--- src/rtl/uart_txrx.sv ---
// 8N1 UART transmitter and receiver sharing one system clock and an external baud square wave.
// Bit edges follow ticker rises (TX); samples are taken on ticker falls (RX, mid-bit).
`timescale 1ps/1ps

module uart_txrx #(
    parameter int unsigned DATA_BITS = 8
) (
    input  logic                 clock,
    input  logic                 reset_n,
    input  logic                 ticker,
    input  logic                 read_enable,
    input  logic [DATA_BITS-1:0] bus_value,
    output logic                 signal,
    input  logic                 serial_in,
    output logic [DATA_BITS-1:0] data_out,
    output logic                 tx_busy,
    output logic                 rx_valid,
    output logic                 frame_err
);

    localparam int unsigned CntW = (DATA_BITS > 1) ? $clog2(DATA_BITS) : 1;
    localparam logic [CntW-1:0] LastIdx = CntW'(DATA_BITS - 1);

    localparam logic [2:0] TxIdle  = 3'd0;
    localparam logic [2:0] TxWait  = 3'd1;
    localparam logic [2:0] TxStart = 3'd2;
    localparam logic [2:0] TxData  = 3'd3;
    localparam logic [2:0] TxStop  = 3'd4;

    localparam logic [1:0] RxIdle = 2'd0;
    localparam logic [1:0] RxData = 2'd1;
    localparam logic [1:0] RxStop = 2'd2;

    // ------------------------------------------------------------------
    // Input synchronisers and edge detection
    // ------------------------------------------------------------------
    logic [1:0] tick_sync_q;
    logic       tick_dly_q;
    logic [1:0] re_sync_q;
    logic       re_dly_q;
    logic [1:0] rx_sync_q;

    logic tick_rise;
    logic tick_fall;
    logic load;
    logic rx_bit;

    // Strobe and line synchronisers reset to their idle-high level so release never fakes an edge.
    always_ff @(posedge clock or negedge reset_n) begin
        if (!reset_n) begin
            tick_sync_q <= 2'b00;
            tick_dly_q  <= 1'b0;
            re_sync_q   <= 2'b11;
            re_dly_q    <= 1'b1;
            rx_sync_q   <= 2'b11;
        end else begin
            tick_sync_q <= {tick_sync_q[0], ticker};
            tick_dly_q  <= tick_sync_q[1];
            re_sync_q   <= {re_sync_q[0], read_enable};
            re_dly_q    <= re_sync_q[1];
            rx_sync_q   <= {rx_sync_q[0], serial_in};
        end
    end

    assign tick_rise = tick_sync_q[1] & ~tick_dly_q;
    assign tick_fall = ~tick_sync_q[1] & tick_dly_q;
    assign load      = re_dly_q & ~re_sync_q[1];
    assign rx_bit    = rx_sync_q[1];

    // ------------------------------------------------------------------
    // Transmitter
    // ------------------------------------------------------------------
    logic [2:0]           tx_state_q, tx_state_d;
    logic [DATA_BITS-1:0] tx_shift_q, tx_shift_d;
    logic [CntW-1:0]      tx_idx_q, tx_idx_d;
    logic                 signal_q, signal_d;
    logic                 tx_busy_q, tx_busy_d;

    always_comb begin
        tx_state_d = tx_state_q;
        tx_shift_d = tx_shift_q;
        tx_idx_d   = tx_idx_q;
        signal_d   = signal_q;
        tx_busy_d  = tx_busy_q;
        case (tx_state_q)
            TxIdle: begin
                if (load) begin
                    tx_shift_d = bus_value;
                    tx_busy_d  = 1'b1;
                    tx_state_d = TxWait;
                end
            end
            TxWait: begin
                if (tick_rise) begin
                    signal_d   = 1'b0;
                    tx_state_d = TxStart;
                end
            end
            TxStart: begin
                if (tick_rise) begin
                    signal_d   = tx_shift_q[0];
                    tx_shift_d = tx_shift_q >> 1;
                    tx_idx_d   = '0;
                    tx_state_d = TxData;
                end
            end
            TxData: begin
                if (tick_rise) begin
                    if (tx_idx_q == LastIdx) begin
                        signal_d   = 1'b1;
                        tx_state_d = TxStop;
                    end else begin
                        signal_d   = tx_shift_q[0];
                        tx_shift_d = tx_shift_q >> 1;
                        tx_idx_d   = tx_idx_q + CntW'(1);
                    end
                end
            end
            TxStop: begin
                if (tick_rise) begin
                    tx_busy_d  = 1'b0;
                    tx_state_d = TxIdle;
                end
            end
            default: begin
                signal_d   = 1'b1;
                tx_busy_d  = 1'b0;
                tx_state_d = TxIdle;
            end
        endcase
    end

    always_ff @(posedge clock or negedge reset_n) begin
        if (!reset_n) begin
            tx_state_q <= TxIdle;
            tx_shift_q <= '0;
            tx_idx_q   <= '0;
            signal_q   <= 1'b1;
            tx_busy_q  <= 1'b0;
        end else begin
            tx_state_q <= tx_state_d;
            tx_shift_q <= tx_shift_d;
            tx_idx_q   <= tx_idx_d;
            signal_q   <= signal_d;
            tx_busy_q  <= tx_busy_d;
        end
    end

    assign signal  = signal_q;
    assign tx_busy = tx_busy_q;

    // ------------------------------------------------------------------
    // Receiver
    // ------------------------------------------------------------------
    logic [1:0]           rx_state_q, rx_state_d;
    logic [DATA_BITS-1:0] rx_shift_q, rx_shift_d;
    logic [CntW-1:0]      rx_cnt_q, rx_cnt_d;
    logic [DATA_BITS-1:0] data_out_q, data_out_d;
    logic                 rx_valid_q, rx_valid_d;
    logic                 frame_err_q, frame_err_d;

    always_comb begin
        rx_state_d  = rx_state_q;
        rx_shift_d  = rx_shift_q;
        rx_cnt_d    = rx_cnt_q;
        data_out_d  = data_out_q;
        rx_valid_d  = 1'b0;
        frame_err_d = 1'b0;
        case (rx_state_q)
            RxIdle: begin
                if (tick_fall && !rx_bit) begin
                    rx_cnt_d   = '0;
                    rx_state_d = RxData;
                end
            end
            RxData: begin
                if (tick_fall) begin
                    // LSB arrives first, so new bits enter at the top and drift down.
                    rx_shift_d = {rx_bit, rx_shift_q[DATA_BITS-1:1]};
                    if (rx_cnt_q == LastIdx) begin
                        rx_state_d = RxStop;
                    end else begin
                        rx_cnt_d = rx_cnt_q + CntW'(1);
                    end
                end
            end
            RxStop: begin
                if (tick_fall) begin
                    if (rx_bit) begin
                        data_out_d = rx_shift_q;
                        rx_valid_d = 1'b1;
                    end else begin
                        frame_err_d = 1'b1;
                    end
                    rx_state_d = RxIdle;
                end
            end
            default: begin
                rx_state_d = RxIdle;
            end
        endcase
    end

    always_ff @(posedge clock or negedge reset_n) begin
        if (!reset_n) begin
            rx_state_q  <= RxIdle;
            rx_shift_q  <= '0;
            rx_cnt_q    <= '0;
            data_out_q  <= '0;
            rx_valid_q  <= 1'b0;
            frame_err_q <= 1'b0;
        end else begin
            rx_state_q  <= rx_state_d;
            rx_shift_q  <= rx_shift_d;
            rx_cnt_q    <= rx_cnt_d;
            data_out_q  <= data_out_d;
            rx_valid_q  <= rx_valid_d;
            frame_err_q <= frame_err_d;
        end
    end

    assign data_out  = data_out_q;
    assign rx_valid  = rx_valid_q;
    assign frame_err = frame_err_q;

endmodule

--- config.mk ---
export PLATFORM = sky130hd
export DESIGN_NAME = uart_txrx
export DESIGN_NICKNAME = d
export VERILOG_FILES = /design/src/rtl/uart_txrx.sv
export SDC_FILE = /design/constraint.sdc
export NUM_CORES = 1
export LEC_CHECK = 0
export BUFFER_PORTS_ARGS = -buffer_cell sky130_fd_sc_hd__buf_2
export CAP_MARGIN = 20
export CORE_UTILIZATION = 61
export CTS_BUF_LIST = sky130_fd_sc_hd__clkbuf_4 sky130_fd_sc_hd__clkbuf_8 sky130_fd_sc_hd__clkbuf_16
export DETAILED_ROUTE_END_ITERATION = 10
export GPL_ROUTABILITY_DRIVEN = 1
export HOLD_SLACK_MARGIN = 0.15
export PLACE_DENSITY = 0.81
export SYNTH_ARGS = -nofsm -noshare
export SYNTH_HDL_FRONTEND = slang
export SYNTH_SLANG_ARGS = --single-unit
--- constraint.sdc ---
create_clock -name clock -period 3.65 [get_ports clock]
set_input_delay 0 -clock clock [delete_from_list [all_inputs] [get_ports clock]]
set_output_delay 0 -clock clock [all_outputs]
set_load 0.02 [all_outputs]
==> qor.txt, run 1 <==
Setup crit end kind = flop
most common cell after layout, fill and taps aside = dfrtp_1
Worst-Margin Slew = 0.745 ns
Area growth syn-to-layout = 17.7%
Die ar. = 3680 µm²
die width = 60.7 µm
Mean Syn Cell Area = 13.4 µm²
GRT Overall Usage = 0.217
commonest cells after routing, fill and taps aside = dfrtp_1, mux2_2, buf_2, dlygate4sd3_1, nand2_1
status = finished clean
share of cells above drive strength 1 = 0.393
LEAKAGE = 0.00121 µW
register bit total from synthesis = 47
WS Path Type = reg2reg
CTS tree = done
cts repair resizes = 0
total gr overflow = 0
Final period util = 0.607
initial antenna violation count = 0
Non-Filler Instances = 240
hpwl dp = 2.18 mm
CP Data Required Time = 3.90 ns
diode count = 0
Via density = 5.55
Final Core Density = 0.783
chip height = 60.7 µm
Design Area, Final = 2470 µm²
WL/cell = 14.4 µm
core area = 3150 µm²
routability cong. = 0.787
power per cell area = 598 nW/µm²
Starting Density = 0.665
Area after DPL = 2230 µm²
port bufs = 24
total CTS buffers = 5
mapped cell area = 2100 µm²
CP Max Fanout = 10
Worst-path clk slew = 0.13 ns
vias in the first global route = 1284
clock skew = 0.00757 ns
H-tree levels = 2
Setup TNS Final = 0 ns
residual DRC count = 0
RSZ-0062 raised after global routing = false
Synth Warn # = 0
VDD IR max = 0.308 mV
Clock Latency Late Sink = 0.35 ns
min Tclk post-route = 2.22 ns
Net count, final = 213
sequential share of the synthesized area = 0.564
Distinct cells, synth = 34
Synth Net Count = 175
total of max-cap violations = 0
Rel. slew slack = 0.503
final setup violation count = 0
Final Hold Fails = 0
DRT Pass-1 Iters = 4
CP arrival = 2.46 ns
post-route ant nets = 0
Max clock buf depth = 2
first-pass GRT wire length = 5.73 mm
Clk Tree Root Cell = clkbuf_4
max-slew violation count = 0
Fmax = 451 MHz
Gate Count Post-Synth = 157
pin count of the biggest net entering global routing = 48
num ports = 25
Initial DRC Count = 60
CP Launch Type = flop
hold-fix buffers at CTS = 12
Post-Route WL = 3.46 mm
placed insts = 218
CTS sink count = 47
vias = 1331
post-CTS setup buffers = 0
Cell Rows = 20
HP Class = in2reg
## routing by layer
layer | routed length (µm) | GRT usage | vias up
met2 | 1760 | 0.356 | 32
li1 | - | - | 630
met1 | 1480 | 0.277 | 662
met4 | 51 | 0.0682 | 0
met5 | 0 | 0 | -
met3 | 168 | 0.0661 | 7
## synthesized netlist by cell type
cell / instances / share of area
a211oi_1: 2 / 0.0072
a21o_1: 1 / 0.0036
a21o_2: 1 / 0.0042
a21oi_1: 2 / 0.0048
a221oi_4: 1 / 0.013
a22o_1: 3 / 0.013
a311oi_1: 1 / 0.0042
a31oi_1: 1 / 0.0030
a32o_1: 1 / 0.0048
and4_2: 1 / 0.0048
buf_2: 2 / 0.0048
buf_4: 1 / 0.0036
buf_6: 1 / 0.0054
clkbuf_1: 3 / 0.0054
dfrtp_1: 41 / 0.49
dfstp_2: 6 / 0.075
ha_1: 5 / 0.030
inv_1: 5 / 0.0089
mux2_2: 24 / 0.13
mux2_4: 7 / 0.050
nand2_1: 11 / 0.020
nand2b_1: 6 / 0.018
nand4_1: 1 / 0.0030
nand4bb_1: 1 / 0.0054
nand4bb_4: 1 / 0.013
nor2_1: 6 / 0.011
nor2_2: 2 / 0.0060
nor2b_1: 3 / 0.0089
nor3_1: 4 / 0.0095
nor4bb_1: 1 / 0.0048
o21ai_0: 9 / 0.021
o22a_1: 1 / 0.0042
o31ai_4: 1 / 0.010
or3_1: 1 / 0.0030
## power breakdown
part	switching [µW]	total [µW]	leakage (µW)	internal [µW]
sequential	109	750	0.000593	641
combinational	171	412	0.000565	241
clock	153	315	0.0000482	162
## cell families (layout without fill, tap and decap cells)
family / Yosys count / in the layout / share of synthesized area
buffers and inverters: 12 / 51 / 0.0280
AO/OA/AOI/OAI: 24 / 24 / 0.0924
flip-flops: 47 / 47 / 0.564
multiplexers: 31 / 31 / 0.179
adder cells (fa/ha/maj): 5 / 5 / 0.0298
AND/OR/NAND/NOR: 38 / 38 / 0.107
## through the flow
step	power (µW)	hold slack (ns)	setup slack, ns
2_1_floorplan	1070	-0.296	1.58
3_3_place_gp	1130	0.106	1.53
4_1_cts	1480	0.262	1.42
5_1_grt	1570	0.252	1.30
6_report	1480	0.287	1.43
3_5_place_dp	1150	0.108	1.44
## final cells by class
type | instances | area [µm²]
well taps | 44 | 55.1
inverters | 5 | 18.8
flip-flops and latches | 47 | 1180
repair buffers | 38 | 270
multi-input cells | 98 | 856
fillers | 207 | 683
clock buffers | 6 | 51.3
clock inverters | 2 | 35.0
## flip-flops by register name, indices dropped and copies added (netlist names)
signal / cells
rx_sync_q: 2
tick_dly_q: 1
re_sync_q: 2
rx_state_q: 2
rx_valid: 1
rx_cnt_q: 3
tx_idx_q: 3
tx_state_q: 3
tx_shift_q: 8
tx_busy: 1
signal: 1
frame_err: 1
re_dly_q: 1
tick_sync_q: 2
rx_shift_q: 8
data_out: 8
## critical path, stage by stage, from the launching register on
cell,delay (ns)
dfrtp_1,0.43
ha_1,0.23
ha_1,0.29
nand4bb_4,0.25
a221oi_4,0.35
o31ai_4,0.21
mux2_4,0.35
## worst paths after layout
kind	slack [ns]	from	endpoint	depth (start not counted)
min in group asynchronous	0.64	reset_n	tx_busy	3
min	0.29	ticker	tick_sync_q[0]	2
max reg2reg	1.43	tx_idx_q[0]	tx_shift_q[6]	6
max in group asynchronous	2.47	reset_n	signal	4
max	1.43	tx_idx_q[0]	tx_shift_q[6]	6
min reg2reg	0.37	re_sync_q[0]	re_sync_q[1]	0
(Power assumes the default switching activity.)
==> run 2, diff against run 1 <==
--- a/config.mk
+++ b/config.mk
@@ -5,14 +5,15 @@
 export SDC_FILE = /design/constraint.sdc
 export NUM_CORES = 1
 export LEC_CHECK = 0
+export ABC_AREA = 1
 export BUFFER_PORTS_ARGS = -buffer_cell sky130_fd_sc_hd__buf_2
 export CAP_MARGIN = 20
-export CORE_UTILIZATION = 61
+export CORE_UTILIZATION = 57
 export CTS_BUF_LIST = sky130_fd_sc_hd__clkbuf_4 sky130_fd_sc_hd__clkbuf_8 sky130_fd_sc_hd__clkbuf_16
 export DETAILED_ROUTE_END_ITERATION = 10
 export GPL_ROUTABILITY_DRIVEN = 1
 export HOLD_SLACK_MARGIN = 0.15
-export PLACE_DENSITY = 0.81
+export PLACE_DENSITY = 0.76
 export SYNTH_ARGS = -nofsm -noshare
 export SYNTH_HDL_FRONTEND = slang
 export SYNTH_SLANG_ARGS = --single-unit
==> constraint.sdc (replaced) <==
create_clock -name clock -period 2.2 [get_ports clock]
set_input_delay 0 -clock clock [delete_from_list [all_inputs] [get_ports clock]]
set_output_delay 0 -clock clock [all_outputs]
set_load 0.02 [all_outputs]
==> run 2 against run 1 <==
Net effect: global-route usage is 1.3 points higher; synthesized cell count rose by 45%; power rose by 97%; hold slack worse by 0.0071 ns; largest cell class unchanged; critical endpoint is now tx_shift_q[2]; via count is 21% higher; critical path depth grew 2; largest power group unchanged.
==> qor.txt, run 2 <==
DRT Pass-1 Iters = 4
WS Path Type = reg2reg
WHS = 0.280 ns
post-route ant nets = 0
Post-synth ARST share = 1.00
Clock Latency Late Sink = 0.30 ns
die width = 63.3 µm
Area after DPL = 2280 µm²
initial antenna violation count = 0
Synth Flop Type = dfrtp_1
Net count, final = 285
CTS tree = done
placed insts = 293
hpwl dp = 2.61 mm
Cell Rows = 21
power per cell area = 1160 nW/µm²
post-synthesis adder-cell area fraction = 0.0292
GR peak layer = met2
Starting Density = 0.618
most common cell after layout, fill and taps aside = nand2_1
Synth area leader = dfrtp_1
HP Class = in2async
Final period util = 0.720
proportion of synthesized area in mux cells = 0.0105
Fmax = 631 MHz
mapped cell area = 2140 µm²
first-pass GRT wire length = 6.96 mm
register bit total from synthesis = 47
Worst-Margin Slew = 0.473 ns
CP Data Required Time = 2.40 ns
Area growth syn-to-layout = 16.9%
grt met3 use = 0.0688
Worst-path clk slew = 0.09 ns
routability cong. = 0.863
pin count of the biggest net entering global routing = 37
Post-Synth Simple-Gate Area = 0.280
Via density = 5.11
Setup crit end kind = flop
max-slew violation count = 0
Synth Warn # = 0
status = finished clean
final setup violation count = 0
Final Hold Fails = 0
diode count = 0
area fraction in compound gates after synthesis = 0.0660
Distinct cells, synth = 27
H-tree levels = 2
commonest cells after routing, fill and taps aside = nand2_1, dfrtp_1, buf_2, nand3_1, dlygate4sd3_1
GRT Overall Usage = 0.230
largest family of logic cells by synthesized area = simple AND/OR/NAND/NOR gates
Gate Count Post-Synth = 227
Mean Syn Cell Area = 9.44 µm²
Non-Filler Instances = 314
total CTS buffers = 5
met1 Use GR = 0.267
Post-synth top cells = nand2_1, dfrtp_1, nand3_1
CP arrival = 1.78 ns
Synth Net Count = 245
Rel. slew slack = 0.684
residual DRC count = 0
RSZ-0062 raised after global routing = false
chip height = 63.3 µm
Area contributors post-synth = dfrtp_1, nand2_1, dfstp_2
num ports = 25
share of cells above drive strength 1 = 0.216
Post-synth EDFFs = 0
port bufs = 24
clock skew = 0.00672 ns
Max clock buf depth = 2
Initial DRC Count = 145
Clk Tree Root Cell = clkbuf_8
min Tclk post-route = 1.58 ns
total gr overflow = 0
CTS sink count = 47
met2 GRT Util = 0.400
XOR/XNOR Fraction of Synth Area = 0
vias in the first global route = 1603
pre-CTS setup slack = 0.643 ns
WL/cell = 12.5 µm
Die ar. = 4010 µm²
sequential share of the synthesized area = 0.552
most frequent cell after synthesis = nand2_1
Post-Route WL = 3.91 mm
VDD IR max = 0.733 mV
core area = 3470 µm²
LEAKAGE = 0.00134 µW
Final WS setup = 0.616 ns
post-CTS setup buffers = 0
CP Max Fanout = 9
Design Area, Final = 2500 µm²
CP Launch Type = flop
Setup TNS Final = 0 ns
vias = 1604
top-area cell type share of the netlist area = 0.479
total of max-cap violations = 0
==> run 2: path summary, 6_finish.rpt <==
path,from,end,slack [ns],cells past startpoint
setup reg to reg,tx_idx_q[0],tx_shift_q[2],0.62,8
hold / removal,reset_n,tx_busy,0.28,3
max in group asynchronous,reset_n,tx_shift_q[3],1.15,3
hold reg to reg,tick_sync_q[0],tick_sync_q[1],0.35,0
setup / recovery,tx_idx_q[0],tx_shift_q[2],0.62,8
min in group clock,serial_in,rx_sync_q[0],0.34,2
==> run 2: final cells by class <==
class,count,area [µm²]
Sequential cell,47,1180
Fill cell,276,963
Multi-Input combinational cell,159,827
Timing Repair Buffer,38,258
Clock buffer,6,82.6
Inverter,16,80.1
Tap cell,46,57.6
Clock inverter,2,16.3
==> run 2: what timing repair did <==
item / CTS / global route
hold buffers: 13 / 0
hold endpoints to repair: 52 / 0
resized for setup: 0 / 0
==> run 2: where the power goes <==
group	leakage, µW	switching [µW]	internal (µW)
logic	0.000700	680	385
clock network	0.0000474	291	256
registers	0.000588	203	1100
==> run 2: metrics by stage <==
stage | power, µW | util
after floorplan | 2170 | -
after global placement | 2310 | 0.656
after detailed placement | 2350 | 0.656
after CTS | 2930 | 0.722
after global routing | 3150 | 0.722
final | 2910 | 0.722
==> run 2: routing by layer <==
| metal | vias to the layer above | routed length [µm] | part of all wire |
|---|---|---|---|
| met5 | - | 0 | 0 |
| met4 | 0 | 57 | 0.015 |
| met3 | 6 | 165 | 0.042 |
| met2 | 34 | 1960 | 0.50 |
| met1 | 747 | 1730 | 0.44 |
| li1 | 817 | - | - |
==> run 2: critical path, stage by stage, from the launching register on <==
cell and delay [ns]:
dfrtp_1 0.41, ha_1 0.23, ha_1 0.21, nand2_1 0.11
nand3_4 0.11, o21ai_4 0.13, nand2_4 0.13, nand2_1 0.09
nand2_1 0.06
==> run 2: kinds of logic (layout without fill, tap and decap cells) <==
| logic type | count (synthesis) | after routing |
|---|---|---|
| AND/OR/NAND/NOR | 127 | 127 |
| flip-flops | 47 | 47 |
| AO/OA/AOI/OAI | 25 | 25 |
| buffers and inverters | 21 | 62 |
| adder cells (fa/ha/maj) | 5 | 5 |
| multiplexers | 2 | 2 |
==> run 3, diff against run 2 <==
--- a/config.mk
+++ b/config.mk
@@ -8,12 +8,12 @@
 export ABC_AREA = 1
 export BUFFER_PORTS_ARGS = -buffer_cell sky130_fd_sc_hd__buf_2
 export CAP_MARGIN = 20
-export CORE_UTILIZATION = 57
+export CORE_UTILIZATION = 51
 export CTS_BUF_LIST = sky130_fd_sc_hd__clkbuf_4 sky130_fd_sc_hd__clkbuf_8 sky130_fd_sc_hd__clkbuf_16
 export DETAILED_ROUTE_END_ITERATION = 10
 export GPL_ROUTABILITY_DRIVEN = 1
 export HOLD_SLACK_MARGIN = 0.15
-export PLACE_DENSITY = 0.76
+export PLACE_DENSITY = 0.72
 export SYNTH_ARGS = -nofsm -noshare
 export SYNTH_HDL_FRONTEND = slang
 export SYNTH_SLANG_ARGS = --single-unit
==> constraint.sdc (replaced) <==
create_clock -name clock -period 1.41 [get_ports clock]
set_input_delay 0 -clock clock [delete_from_list [all_inputs] [get_ports clock]]
set_output_delay 0 -clock clock [all_outputs]
set_load 0.02 [all_outputs]
==> run 3 against run 2 <==
Net effect: critical path depth unchanged; power rose by 67%; non-clock buffer count up 15; count of clock-buffer cells in the layout increased by 1; combinational power up 89%; routed wire length increased by 5.4%; hold slack got worse by 0.098 ns; cell count up 6.4%; largest cell class unchanged.
==> qor.txt, run 3 (same netlist as run 2, synthesis figures left out) <==
total gr overflow = 0
Fmax = 724 MHz
Pint = 2930 µW
GRT Overall Usage = 0.201
post-route ant nets = 0
commonest cells after routing, fill and taps aside = nand2_1, dfrtp_1, buf_2, nand3_1, buf_4
Switching Fraction = 0.396
Cell Rows = 23
DRT Pass-1 Iters = 4
H-tree levels = 2
final total power = 4850 µW
Clock Latency Late Sink = 0.29 ns
Setup TNS Final = 0 ns
Net count, final = 301
FILL cells = 347
Worst-Margin Slew = 0.469 ns
routability cong. = 0.826
status = finished clean
Flop pwr share = 0.414
chip height = 66.8 µm
Area after DPL = 2360 µm²
first-pass GRT wire length = 6.64 mm
core area = 4030 µm²
HP Class = in2async
grt met3 use = 0.0462
hpwl dp = 2.69 mm
Via density = 5.05
VDD IR max = 0.818 mV
Starting Density = 0.532
Clk Tree Root Cell = clkbuf_8
residual DRC count = 0
CP Launch Type = flop
Cell Chain, Critical Path = ha_2, ha_4, nand2_4, nand3_4, o21ai_4, nand2_4, nand2_1, nand2_1
WS Path Type = reg2reg
Design Area, Final = 2710 µm²
pin count of the biggest net entering global routing = 29
Max clock buf depth = 2
clock skew = 0.00277 ns
initial antenna violation count = 0
vias in the first global route = 1544
diode count = 0
power per cell area = 1790 nW/µm²
Final period util = 0.979
Setup crit end kind = flop
num ports = 25
Clk pwr share = 0.170
most common cell after layout, fill and taps aside = nand2_1
Rel. slew slack = 0.687
final setup violation count = 0
Initial DRC Count = 111
die width = 66.8 µm
total of max-cap violations = 0
P_sw = 1920 µW
Post-Route WL = 4.12 mm
Final WS setup = 0.0293 ns
Final Core Density = 0.673
port bufs = 24
min Tclk post-route = 1.38 ns
Multi-input gate area = 898 µm²
RSZ-0062 raised after global routing = true
Slowest Stage Delay on Critical Path = 0.39 ns
met2 GRT Util = 0.346
share of cells above drive strength 1 = 0.327
combinational power share = 0.417
GR peak layer = met2
CTS tree = done
CP Data Required Time = 1.60 ns
met1 Use GR = 0.248
WL/cell = 12.3 µm
Sequential Area = 1190 µm²
Die ar. = 4470 µm²
CP Max Fanout = 8
Area growth syn-to-layout = 26.4%
Final Hold Fails = 0
max-slew violation count = 0
vias = 1686
Worst-path clk slew = 0.08 ns
CTS sink count = 47
CP arrival = 1.58 ns
pre-CTS setup slack = -0.0655 ns
LEAKAGE = 0.00142 µW
Crit-path slowest cell = dfrtp_1
total CTS buffers = 5
[run 3: cell types whose count changed in the layout (fill, tap and decap cells not counted), sizes merged]
cell | previous run | this run
buf | 25 | 41
clkbuf | 6 | 7
clkinvlp | 1 | 0
dlygate4sd3 | 13 | 12
o21ai | 13 | 14
[run 3: stage by stage]
| stage | hold slack (ns) | cells |
|---|---|---|
| 5_1_grt | 0.225 | 334 |
| 3_3_place_gp | -0.0245 | 306 |
| 3_5_place_dp | -0.0221 | 306 |
| 6_report | 0.182 | 334 |
| 4_1_cts | 0.193 | 328 |
| 2_1_floorplan | -0.296 | 227 |
[run 3: timing repair]
action,in CTS,in global routing
setup buffers,1,6
cloned,1,0
pin swaps,1,8
hold buffers,12,0
resized for setup,6,15
endpoints found under the setup margin,16,25
hold endpoints to repair,58,0
[run 3: power by group through the flow]
stage | registers, µW | clock network (µW) | logic (µW)
final | 2010 | 823 | 2020
after floorplan | 1910 | 0 | 1470
after global placement | 2010 | 0 | 1730
after global routing | 2040 | 882 | 2290
after CTS | 2000 | 837 | 1880
after detailed placement | 2020 | 0 | 1780
[run 3: critical path: cells and delay by family, from the launching register on]
kind / cells / cell delay, ns
compound gates: 1 / 0.11
fa+ha+maj: 2 / 0.39
flops: 1 / 0.39
simple gates: 5 / 0.39
[run 3: area by class of cell]
type,instances,area share
clock buffer,7,0.0309
clock inverter,1,0.00185
inverter,16,0.0305
multi-input combinational,160,0.331
sequential,47,0.438
tap,50,0.0231
timing repair buffer,53,0.144
[run 3: worst paths after layout]
kind	startpoint	cells after the start	slack [ns]	endpoint
max in group asynchronous	reset_n	3	0.72	tx_state_q[1]
hold / removal	reset_n	2	0.18	tx_busy
setup reg to reg	tx_idx_q[1]	8	0.03	tx_shift_q[7]
min in group clock	ticker	2	0.34	tick_sync_q[0]
setup / recovery	tx_idx_q[1]	8	0.03	tx_shift_q[7]
hold reg to reg	tick_sync_q[0]	0	0.35	tick_sync_q[1]
[run 3: metal layers]
metal  vias to the layer above  share of wire
li1                        848              -
met2                        29           0.49
met3                         5          0.027
met1                       804           0.47
met4                         0          0.011
met5                         -              0
